## config.mk

```make
export PLATFORM = sky130hd
export DESIGN_NAME = onehot_encoder_4x2
export DESIGN_NICKNAME = d
export VERILOG_FILES = /design/src/rtl/enc_pkg.sv /design/src/rtl/onehot_prio_enc.sv /design/src/rtl/onehot_encoder_4x2.sv
export SDC_FILE = /design/constraint.sdc
export NUM_CORES = 1
export LEC_CHECK = 0
export CAP_MARGIN = 20
export CORE_UTILIZATION = 40
export DETAILED_ROUTE_END_ITERATION = 8
export PLACE_DENSITY = 0.7
export SLEW_MARGIN = 20
export SYNTH_ARGS = -nofsm -noshare
export SYNTH_HDL_FRONTEND = slang
export SYNTH_SLANG_ARGS = --single-unit
export TNS_END_PERCENT = 20
```

## constraint.sdc

```tcl
create_clock -name clk -period 1.7 [get_ports clk]
set_input_delay 0.255 -clock clk [delete_from_list [all_inputs] [get_ports clk]]
set_output_delay 0.255 -clock clk [all_outputs]
set_load 0.1 [all_outputs]
```

## src/rtl/enc_pkg.sv

```systemverilog
// Shared encoder/decoder constants so the 2x4 decoder and the 4x2 encoder
// agree on bit ordering and widths.
package enc_pkg;

    localparam int ONEHOT_W = 4;
    localparam int IDX_W    = 2;

    localparam logic [IDX_W-1:0] ENC_IDX0 = 2'b00;
    localparam logic [IDX_W-1:0] ENC_IDX1 = 2'b01;
    localparam logic [IDX_W-1:0] ENC_IDX2 = 2'b10;
    localparam logic [IDX_W-1:0] ENC_IDX3 = 2'b11;

    typedef enum logic {
        ST_EMPTY = 1'b0,
        ST_FULL  = 1'b1
    } outState_t;

endpackage

```

## src/rtl/onehot_prio_enc.sv

```systemverilog
// Combinational priority encoder: returns the index of the highest set bit
// and flags any word that is not exactly one-hot (including all-zero).
module onehot_prio_enc
    import enc_pkg::*;
(
    input  logic [ONEHOT_W-1:0] in,
    output logic [IDX_W-1:0]    idx,
    output logic                err
);

    logic [ONEHOT_W-1:0] w_lowerBits;

    // A word is one-hot iff it is nonzero and clearing its lowest set bit leaves zero.
    assign w_lowerBits = in & (in - ONEHOT_W'(1));

    always_comb begin
        idx = ENC_IDX0;
        if (in[3])
            idx = ENC_IDX3;
        else if (in[2])
            idx = ENC_IDX2;
        else if (in[1])
            idx = ENC_IDX1;
        err = (in == '0) || (w_lowerBits != '0);
    end

endmodule

```

## src/rtl/onehot_encoder_4x2.sv

```systemverilog
// Registered 4-to-2 one-hot encoder with a single-entry valid/ready output
// stage and a saturating count of accepted non-one-hot words.
module onehot_encoder_4x2
    import enc_pkg::*;
#(
    parameter int ERRCNT_W = 8
) (
    input  logic                clk,
    input  logic                rst,
    input  logic                in_valid,
    output logic                in_ready,
    input  logic [ONEHOT_W-1:0] in,
    output logic                out_valid,
    input  logic                out_ready,
    output logic [IDX_W-1:0]    out,
    output logic                out_err,
    output logic [ERRCNT_W-1:0] err_cnt,
    input  logic                err_clr
);

    outState_t           r_state;
    logic [IDX_W-1:0]    r_out;
    logic                r_outErr;
    logic [ERRCNT_W-1:0] r_errCnt;

    logic [IDX_W-1:0]    w_idx;
    logic                w_err;
    logic                w_accept;
    logic                w_errAccept;

    onehot_prio_enc u_prioEnc (
        .in  (in),
        .idx (w_idx),
        .err (w_err)
    );

    // Accepting while full is allowed when the held word drains the same cycle.
    assign in_ready    = (r_state == ST_EMPTY) || out_ready;
    assign w_accept    = in_valid && in_ready;
    assign w_errAccept = w_accept && w_err;

    always_ff @(posedge clk) begin
        if (rst) begin
            r_state  <= ST_EMPTY;
            r_out    <= ENC_IDX0;
            r_outErr <= 1'b0;
        end else if (w_accept) begin
            r_state  <= ST_FULL;
            r_out    <= w_idx;
            r_outErr <= w_err;
        end else if (r_state == ST_FULL && out_ready) begin
            r_state  <= ST_EMPTY;
        end
    end

    // Clear wipes history up to last cycle; an erroring accept this cycle still counts.
    always_ff @(posedge clk) begin
        if (rst) begin
            r_errCnt <= '0;
        end else if (err_clr) begin
            r_errCnt <= w_errAccept ? ERRCNT_W'(1) : '0;
        end else if (w_errAccept && (r_errCnt != '1)) begin
            r_errCnt <= r_errCnt + ERRCNT_W'(1);
        end
    end

    assign out_valid = (r_state == ST_FULL);
    assign out       = r_out;
    assign out_err   = r_outErr;
    assign err_cnt   = r_errCnt;

endmodule

```

==> impl_metrics.env, run 1 <==
export IMPL_multi_input_area_um2=408
export IMPL_htreeDepth=1
export IMPL_portBuffers=21
export IMPL_fin_crit_sh_pct=100
export IMPL_min_period_ps=1700
export IMPL_final_hold_violation_count=0
export IMPL_max_cap_violations=0
export IMPL_layout_drive_gt1_share_pct=42.7
export IMPL_vias=652
export IMPL_fin_ws_ps=-4.01
export IMPL_synth_avg_cell_area_um2=8.43
export IMPL_whs_ps=484
export IMPL_ir_drop_v=0.000500
export IMPL_use_met3_pct=4.89
export IMPL_drt_wl_total_um=1650
export IMPL_grt_pass1_vias=585
export IMPL_met1_usage_pct=29.8
export IMPL_instances_no_fill=118
export IMPL_dp_cells=114
export IMPL_synth_seq_cells=12
export IMPL_cts_tree="built"
export IMPL_cp_required_ps=1870
export IMPL_final_common_cell="buf_12"
export IMPL_grt_max_degree=8
export IMPL_chipWidth_um=41.0
export IMPL_regArea_um2=256
export IMPL_grt_antenna_before_repair=0
export IMPL_cp_max_fo=6
export IMPL_cpMostUsedCell="xnor2_1"
export IMPL_dp_final_hpwl_um=1140
export IMPL_track_usage_pct=24.4
export IMPL_power_total_uw=758
export IMPL_ys_warnings_count=0
export IMPL_finClkSkew_ps=11.1
export IMPL_syn_inst=72
export IMPL_place_congestion=0.822
export IMPL_synth_area_um2=607
export IMPL_ant_nets=0
export IMPL_status="finished, violations left"
export IMPL_cts_setup_buffers=0
export IMPL_cpPeakStageDelay_ps=480
export IMPL_slew_headroom_pct=67.1
export IMPL_area_growth_pct=84.3
export IMPL_grt_busiest_layer="met2"
export IMPL_synth_simple_area_share_pct=38.6
export IMPL_yosysUniqueCellTypes=28
export IMPL_synth_seq_area_share_pct=39.6
export IMPL_power_density_mw_per_mm2=678
export IMPL_syn_num_nets=82
export IMPL_cts_sinks=12
export IMPL_antenna_cells=0
export IMPL_root_buffer="clkbuf_4"
export IMPL_yosys_area_share_xor_xnor_pct=7.22
export IMPL_violations="setup timing"
export IMPL_synthAdderAreaFrac_pct=2.06
export IMPL_fill_cells=76
export IMPL_worstSetupPathType="input port to flop"
export IMPL_core_area_mm2=0.00135
export IMPL_path_cells="clkdlybuf4s50_1 > xnor2_1 > o311ai_4 > nor4_1 > xnor2_1 > nor2_1"
export IMPL_firstDrtPassIters=4
export IMPL_row_count=13
export IMPL_cp_end_kind="flop"
export IMPL_die_h_um=41.0
export IMPL_yosysTopAreaCellShare_pct=39.6
export IMPL_die_area_mm2=0.00168
export IMPL_synth_area_leader_cell="dfxtp_1"
export IMPL_grt_pass1_wl_um=2560
export IMPL_vias_per_cell=5.53
export IMPL_globalRouteOverflowTotal=0
export IMPL_synth_compound_area_share_pct=11.3
export IMPL_drv_slew=0
export IMPL_synth_mux_area_share_pct=0
export IMPL_drtIter0Drc=35
export IMPL_clk_pin_slew_ps=90
export IMPL_fmax_mhz=587
export IMPL_finalSetupTns_ps=-4.01
export IMPL_start_kind="input port"
export IMPL_clock_path_buffers=2
export IMPL_start_util_pct=44.9
export IMPL_drc=0
export IMPL_wl_per_cell_um=14.0
export IMPL_synth_top_family_by_area="simple AND/OR/NAND/NOR gates"
export IMPL_mostFrequentLayoutCells="buf_12 (13), nor2_1 (10), dfxtp_2 (7), clkdlybuf4s50_1 (7), buf_4 (7)"
export IMPL_hold_class="input port to flop"
export IMPL_slowest_stage="clkdlybuf4s50_1"
export IMPL_finalSetupViolCount=1
export IMPL_nets=114
export IMPL_ios=22
export IMPL_clock_latency_ps=280
export IMPL_worst_r2r_setup_slack_ps=130
export IMPL_cp_arrival_ps=1870
export IMPL_tightest_slew_ps=492
export IMPL_use_met2_pct=39.8
export IMPL_cts_buffers_inserted=3
export IMPL_rsz0062_at_grt="true"
export IMPL_synth_area_top_cells="dfxtp_1 (40%), xnor2_1 (7.2%), nor2_1 (6.8%)"
export IMPL_leakagePower_uw=0.000443
synth_stat cells:
library cell / count
nor3_1: 6
a31oi_1: 1
o21ai_1: 1
dfxtp_1: 12
nand2b_1: 1
o21ai_0: 2
xnor2_1: 5
o22ai_1: 1
ha_1: 1
nor3_2: 2
buf_1: 1
a21oi_1: 3
or3b_2: 1
nand3_1: 4
nand2_1: 4
o311ai_2: 1
or2_2: 1
nand4_1: 1
nor2_1: 11
nor4_1: 2
nor2b_1: 1
inv_1: 1
or4b_1: 2
and3_1: 3
a41o_1: 1
and2_1: 1
and4b_1: 1
nor2_2: 1
final cells by class:
class	instances	area share, %
Multi-Input combinational cell	58	36.5
Timing Repair Buffer	28	35.3
Tap cell	15	1.68
Inverter	1	0.336
Clock buffer	4	3.24
Sequential cell	12	22.9
cells by family after synthesis:
| logic type | count (synthesis) |
|---|---|
| AOI/OAI and AO/OA | 10 |
| xor gates and xnor gates | 5 |
| and+or+nand+nor | 42 |
| DFF | 12 |
| adders and majority gates | 1 |
| buffers and inverters | 2 |
critical path: cells and delay by family:
kind,cells,cell delay [ps]
buffers and inverters,1,480
AOI/OAI and AO/OA,1,180
xor gates and xnor gates,2,440
and+or+nand+nor,2,500
where the power goes:
part / switching (µW) / internal [µW] / total [µW]
sequential: 12.4 / 290 / 302
combinational: 130 / 90.0 / 220
clock: 106 / 130 / 236
total: 248 / 510 / 758
worst paths after layout:
check | startpoint | to | cells past startpoint
max | in[2] | err_cnt[5] | 6
min | in[3] | out[0] | 4
max reg2reg | err_cnt[0] | err_cnt[5] | 6
min reg2reg | err_cnt[1] | err_cnt[1] | 2
registers in the layout, indices dropped and copies added (netlist names):
signal	cells
err_cnt	8
out	2
out_err	1
out_valid	1
metal layers:
| metal | vias up | routed length, µm |
|---|---|---|
| li1 | 322 | - |
| met1 | 302 | 681 |
| met2 | 24 | 855 |
| met3 | 4 | 90 |
| met4 | 0 | 26 |
| met5 | - | 0 |
stage by stage:
| step | worst slack (ps) | utilization [%] | instance area (µm²) |
|---|---|---|---|
| 6_report | -4.01 | 82.9 | 1120 |
| 3_3_place_gp | -239 | 76.9 | 1040 |
| 4_1_cts | 9.20 | 80.1 | 1080 |
| 5_1_grt | -56.4 | 82.9 | 1120 |
| 3_5_place_dp | -254 | 76.9 | 1040 |
| 2_1_floorplan | 30.0 | - | 631 |
timing repair:
action	4_1_cts	5_1_grt
gates resized for setup	1	7
pin swaps	0	3
endpoints found under the setup margin	1	9
hold buffers	0	0
Power figures use the tool's default switching activity.
==> inputs of run 2 (changes only) <==
HOLD_SLACK_MARGIN = 0.1   (was unset)
MAX_ROUTING_LAYER = met4   (was unset)
clock period = 2.1 ns   (was 1.7 ns; I/O delays follow)
==> run 2 against run 1 <==
  * The flow now finishes without violations
  * Highest routed layer unchanged
  * Sequential power fell by 20%
  * Largest power group unchanged
  * Global-route usage fell by 3.9 points
  * Non-clock buffer count is 7 lower
  * Combinational power shrank 37%
  * Hold slack improved by 2.6 ps
  * Power down 25%
  * Sequential share of layout area rose by 5.4 points
  * Setup slack better by 350 ps
==> impl_metrics.env, run 2 (synthesis results as in run 1) <==
export IMPL_status="finished clean"
export IMPL_use_met3_pct=3.26
export IMPL_vias=595
export IMPL_rsz0062_at_grt="false"
export IMPL_clock_path_buffers=2
export IMPL_core_area_mm2=0.00135
export IMPL_p_sw_uw=190
export IMPL_hold_end="err_cnt[1]"
export IMPL_hold_class="flop to flop"
export IMPL_min_delay_start="err_cnt[1]"
export IMPL_firstDrtPassIters=4
export IMPL_fin_crit_sh_pct=83.7
export IMPL_leakagePower_uw=0.000349
export IMPL_area_growth_pct=40.4
export IMPL_tightest_slew_ps=532
export IMPL_layout_drive_gt1_share_pct=26.0
export IMPL_intPower_uw=382
export IMPL_hold_path_depth=2
export IMPL_sequentialPowerShare_pct=42.2
export IMPL_instances_no_fill=111
export IMPL_cts_resized=0
export IMPL_drtIter0Drc=9
export IMPL_dp_final_hpwl_um=1060
export IMPL_start_kind="input port"
export IMPL_worst_r2r_setup_slack_ps=530
export IMPL_ant_nets=0
export IMPL_drt_wl_total_um=1440
export IMPL_worstSetupPathType="input port to flop"
export IMPL_antenna_cells=0
export IMPL_track_usage_pct=20.5
export IMPL_root_buffer="clkbuf_4"
export IMPL_reg2reg_depth=6
export IMPL_regArea_um2=241
export IMPL_cp_max_fo=6
export IMPL_multi_input_area_um2=362
export IMPL_use_met2_pct=33.6
export IMPL_cp_arrival_ps=1980
export IMPL_slew_headroom_pct=64.5
export IMPL_clockPowerShare_pct=33.6
export IMPL_row_count=13
export IMPL_drv_slew=0
export IMPL_drc=0
export IMPL_max_cap_violations=0
export IMPL_die_area_mm2=0.00168
export IMPL_power_density_mw_per_mm2=672
export IMPL_vias_per_cell=5.36
export IMPL_cts_sinks=12
export IMPL_wl_per_cell_um=13.0
export IMPL_place_congestion=0.888
export IMPL_sw_frac_of_total_pct=33.2
export IMPL_largest_reg_flops=8
export IMPL_grt_antenna_before_repair=0
export IMPL_cts_buffers_inserted=3
export IMPL_globalRouteOverflowTotal=0
export IMPL_ir_drop_v=0.000360
export IMPL_nets=107
export IMPL_grt_pass1_vias=520
export IMPL_cp_required_ps=2330
export IMPL_met1_usage_pct=24.0
export IMPL_cp_end_kind="flop"
export IMPL_finClkSkew_ps=0.960
export IMPL_chipWidth_um=41.0
export IMPL_ios=22
export IMPL_dp_cells=107
export IMPL_start_util_pct=44.9
export IMPL_htreeDepth=1
export IMPL_worstReg2RegEnd="err_cnt[0]"
export IMPL_cts_tree="built"
export IMPL_whs_ps=487
export IMPL_holdBufCountCts=0
export IMPL_power_frac_comb_pct=24.2
export IMPL_grt_max_degree=9
export IMPL_fmax_mhz=569
export IMPL_die_h_um=41.0
export IMPL_rr_startpoint="err_cnt[0]"
export IMPL_portBuffers=21
export IMPL_clock_latency_ps=280
export IMPL_grt_busiest_layer="met2"
export IMPL_cts_setup_buffers=0
export IMPL_min_period_ps=1760
export IMPL_finalSetupViolCount=0
export IMPL_fill_cells=141
export IMPL_clk_pin_slew_ps=80
export IMPL_final_hold_violation_count=0
export IMPL_mostFrequentLayoutCells="buf_4 (12), nor2_1 (11), dfxtp_1 (11), clkdlybuf4s50_1 (8), nor3_1 (6)"
export IMPL_final_common_cell="buf_4"
export IMPL_grt_pass1_wl_um=2170
[run 2: critical path, cell delays in order]
cell and delay, ps:
clkdlybuf4s50_1 490, or4b_1 540, o311ai_2 180, nor3_2 150, a31oi_1 200, a41o_1 110
[run 2: final cells by class]
cell class / instances / area share (%)
clock buffers: 4 / 4.26
well taps: 15 / 2.20
multi-input cells: 58 / 42.4
inverters: 1 / 0.441
flip-flops and latches: 12 / 28.3
repair buffers: 21 / 22.3
[run 2: power groups by stage]
stage          logic [µW]  registers (µW)  clock network [µW]
5_1_grt               147             243                 197
2_1_floorplan        37.8             304                   0
6_report              139             241                 192
4_1_cts               139             242                 192
3_3_place_gp          139             247                   0
3_5_place_dp          139             247                   0
[run 2: how the worst max path moves through the flow]
stage / slack [ps] / cells after the start / end / from
after floorplan: -20 / 5 / err_cnt[7] / err_cnt[0]
after global placement: 80 / 5 / err_cnt[7] / in[3]
after detailed placement: 50 / 5 / err_cnt[7] / in[3]
after CTS: 340 / 6 / err_cnt[7] / in[3]
after global routing: 230 / 6 / err_cnt[7] / in[3]
final: 340 / 6 / err_cnt[7] / in[3]
[run 2: metal layers]
layer	routed length, µm	vias up	share of wire (%)
met3	56	4	3.9
met2	630	15	44
met1	724	265	50
met5	0	-	0
met4	27	0	1.9
li1	-	311	-
[run 2: through the flow]
step	utilization, %	setup TNS, ps	setup WS, ps	total power (µW)	cell area (µm²)
after global routing	63.1	0	229	587	852
after global placement	60.4	0	80.1	385	816
final	63.1	0	342	572	852
after detailed placement	60.4	0	48.7	386	816
after floorplan	-	-27.8	-24.0	342	611
after CTS	63.1	0	344	573	852
==> inputs of run 3 (changes only) <==
CORE_UTILIZATION = 38   (was 40)
clock period = 1.5 ns   (was 2.1 ns; I/O delays follow)
==> run 3 against run 2 <==
  * Die area up 5.0%
  * Power increased by 40%
  * Non-clock buffer count grew 9
  * Design area up 35%
  * Combinational power up 86%
  * Setup slack worse by 300 ps
  * Clock power rose by 8%
  * Critical path depth unchanged
  * Via count is 13% higher
  * Utilization grew 13 points
  * Clock skew grew 3.0 ps
  * Critical path type unchanged
  * Largest cell class unchanged
==> impl_metrics.env, run 3 (synthesis results as in run 1) <==
export IMPL_fin_crit_sh_pct=97.2
export IMPL_worst_r2r_setup_slack_ps=80
export IMPL_worstSetupPathType="input port to flop"
export IMPL_slew_headroom_pct=66.7
export IMPL_max_cap_violations=0
export IMPL_leakagePower_uw=0.000450
export IMPL_place_congestion=0.814
export IMPL_instances_no_fill=121
export IMPL_clock_latency_ps=280
export IMPL_grt_pass1_vias=670
export IMPL_antenna_cells=0
export IMPL_cp_arrival_ps=1660
export IMPL_dp_final_hpwl_um=1330
export IMPL_fin_util_pct=76.3
export IMPL_slowest_stage="or4b_4"
export IMPL_cts_tree="built"
export IMPL_drv_slew=0
export IMPL_clk_pin_slew_ps=80
export IMPL_cts_sinks=12
export IMPL_final_hold_violation_count=0
export IMPL_area_growth_pct=89.5
export IMPL_dp_cells=117
export IMPL_hold_class="flop to flop"
export IMPL_track_usage_pct=21.8
export IMPL_portBuffers=21
export IMPL_start_kind="input port"
export IMPL_vias=674
export IMPL_ir_drop_v=0.000558
export IMPL_drt_wl_total_um=1700
export IMPL_ant_nets=0
export IMPL_chipWidth_um=42.0
export IMPL_power_total_uw=803
export IMPL_htreeDepth=1
export IMPL_crit_family="simple AND/OR/NAND/NOR gates"
export IMPL_final_common_cell="buf_12"
export IMPL_tightest_slew_ps=498
export IMPL_min_period_ps=1460
export IMPL_cts_setup_buffers=0
export IMPL_layout_drive_gt1_share_pct=49.5
export IMPL_grt_pass1_wl_um=2850
export IMPL_power_density_mw_per_mm2=699
export IMPL_min_delay_start="err_cnt[1]"
export IMPL_grt_max_degree=8
export IMPL_start_util_pct=40.3
export IMPL_mostFrequentLayoutCells="buf_12 (13), nor2_1 (10), buf_4 (9), nor3_1 (5), dfxtp_4 (5)"
export IMPL_cp_required_ps=1710
export IMPL_fin_area_mm2=0.00115
export IMPL_fill_cells=104
export IMPL_largest_reg_flops=8
export IMPL_die_area_mm2=0.00176
export IMPL_cts_buffers_inserted=3
export IMPL_drtIter0Drc=10
export IMPL_rr_startpoint="err_cnt[1]"
export IMPL_cpPeakStageDelay_ps=560
export IMPL_grt_antenna_before_repair=0
export IMPL_path_buf_inv=1
export IMPL_globalRouteOverflowTotal=0
export IMPL_die_h_um=42.0
export IMPL_holdBufCountCts=0
export IMPL_nets=116
export IMPL_path_cells="dlygate4sd2_1 > or4b_4 > o311ai_4 > nor2_2 > and4b_1 > nor3_2"
export IMPL_row_count=14
export IMPL_finClkSkew_ps=3.96
export IMPL_clock_path_buffers=2
export IMPL_vias_per_cell=5.57
export IMPL_firstDrtPassIters=4
export IMPL_worstSetupStartpoint="in[3]"
export IMPL_fmax_mhz=686
export IMPL_placed_cell_area_mm2=0.00107
export IMPL_finalSetupViolCount=0
export IMPL_status="finished clean"
export IMPL_core_area_mm2=0.00151
export IMPL_wl_per_cell_um=14.0
export IMPL_root_buffer="clkbuf_4"
export IMPL_cp_max_fo=6
export IMPL_drc=0
export IMPL_ios=22
export IMPL_rsz0062_at_grt="true"
export IMPL_cp_end_kind="flop"
## run 3: changes by cell type in the layout (fill, tap and decap cells not counted), moves of 3 or more
cell and delta:
dfxtp_2 +3, dfxtp_4 +5, dfxtp_1 -8, buf_4 -3, dlygate4sd2_1 +4, buf_12 +12
clkdlybuf4s50_1 -4
## run 3: stage by stage
step	setup slack [ps]	setup TNS [ps]	hold WS, ps
6_report	42.2	0	506
5_1_grt	-7.54	-14.2	519
3_5_place_dp	-480	-3990	496
3_3_place_gp	-399	-3270	482
2_1_floorplan	-118	-169	284
4_1_cts	23.1	0	508
## run 3: worst paths after layout
kind,endpoint,depth (start not counted)
worst min register to register,err_cnt[1],2
worst max register to register,err_cnt[7],6
worst min-delay path,err_cnt[1],2
worst max-delay path,err_cnt[6],6
## run 3: routing by layer
metal  up-vias  part of all wire (%)  GRT usage (%)
li1        330                     -              -
met1       315                    46           26.5
met2        20                    47           32.8
met3         9                   3.4           4.78
met4         0                   3.5           12.9
met5         -                     0              -
## run 3: tightest hold or removal path: cells and delay by family (launching register included)
family          cells  cell delay [ps]
flops               1              370
compound gates      1               50
simple gates        1               60
## run 3: power by group
part           switching, µW  internal, µW
logic                    154           106
clock network            111          96.4
registers               12.3           324
total                    277           526
## run 3: layout make-up
class	count	area, µm²	area share, %
multi-input cells	58	433	37.6
repair buffers	30	403	35.0
flip-flops and latches	12	264	23.0
clock buffers	3	22.5	1.96
well taps	16	20.0	1.74
clock inverters	1	3.75	0.326
inverters	1	3.75	0.326
## run 3: repair_timing
item,4_1_cts,5_1_grt
pin swaps,6,2
gates resized for setup,10,4
cloned,0,0
endpoints found under the setup margin,9,1
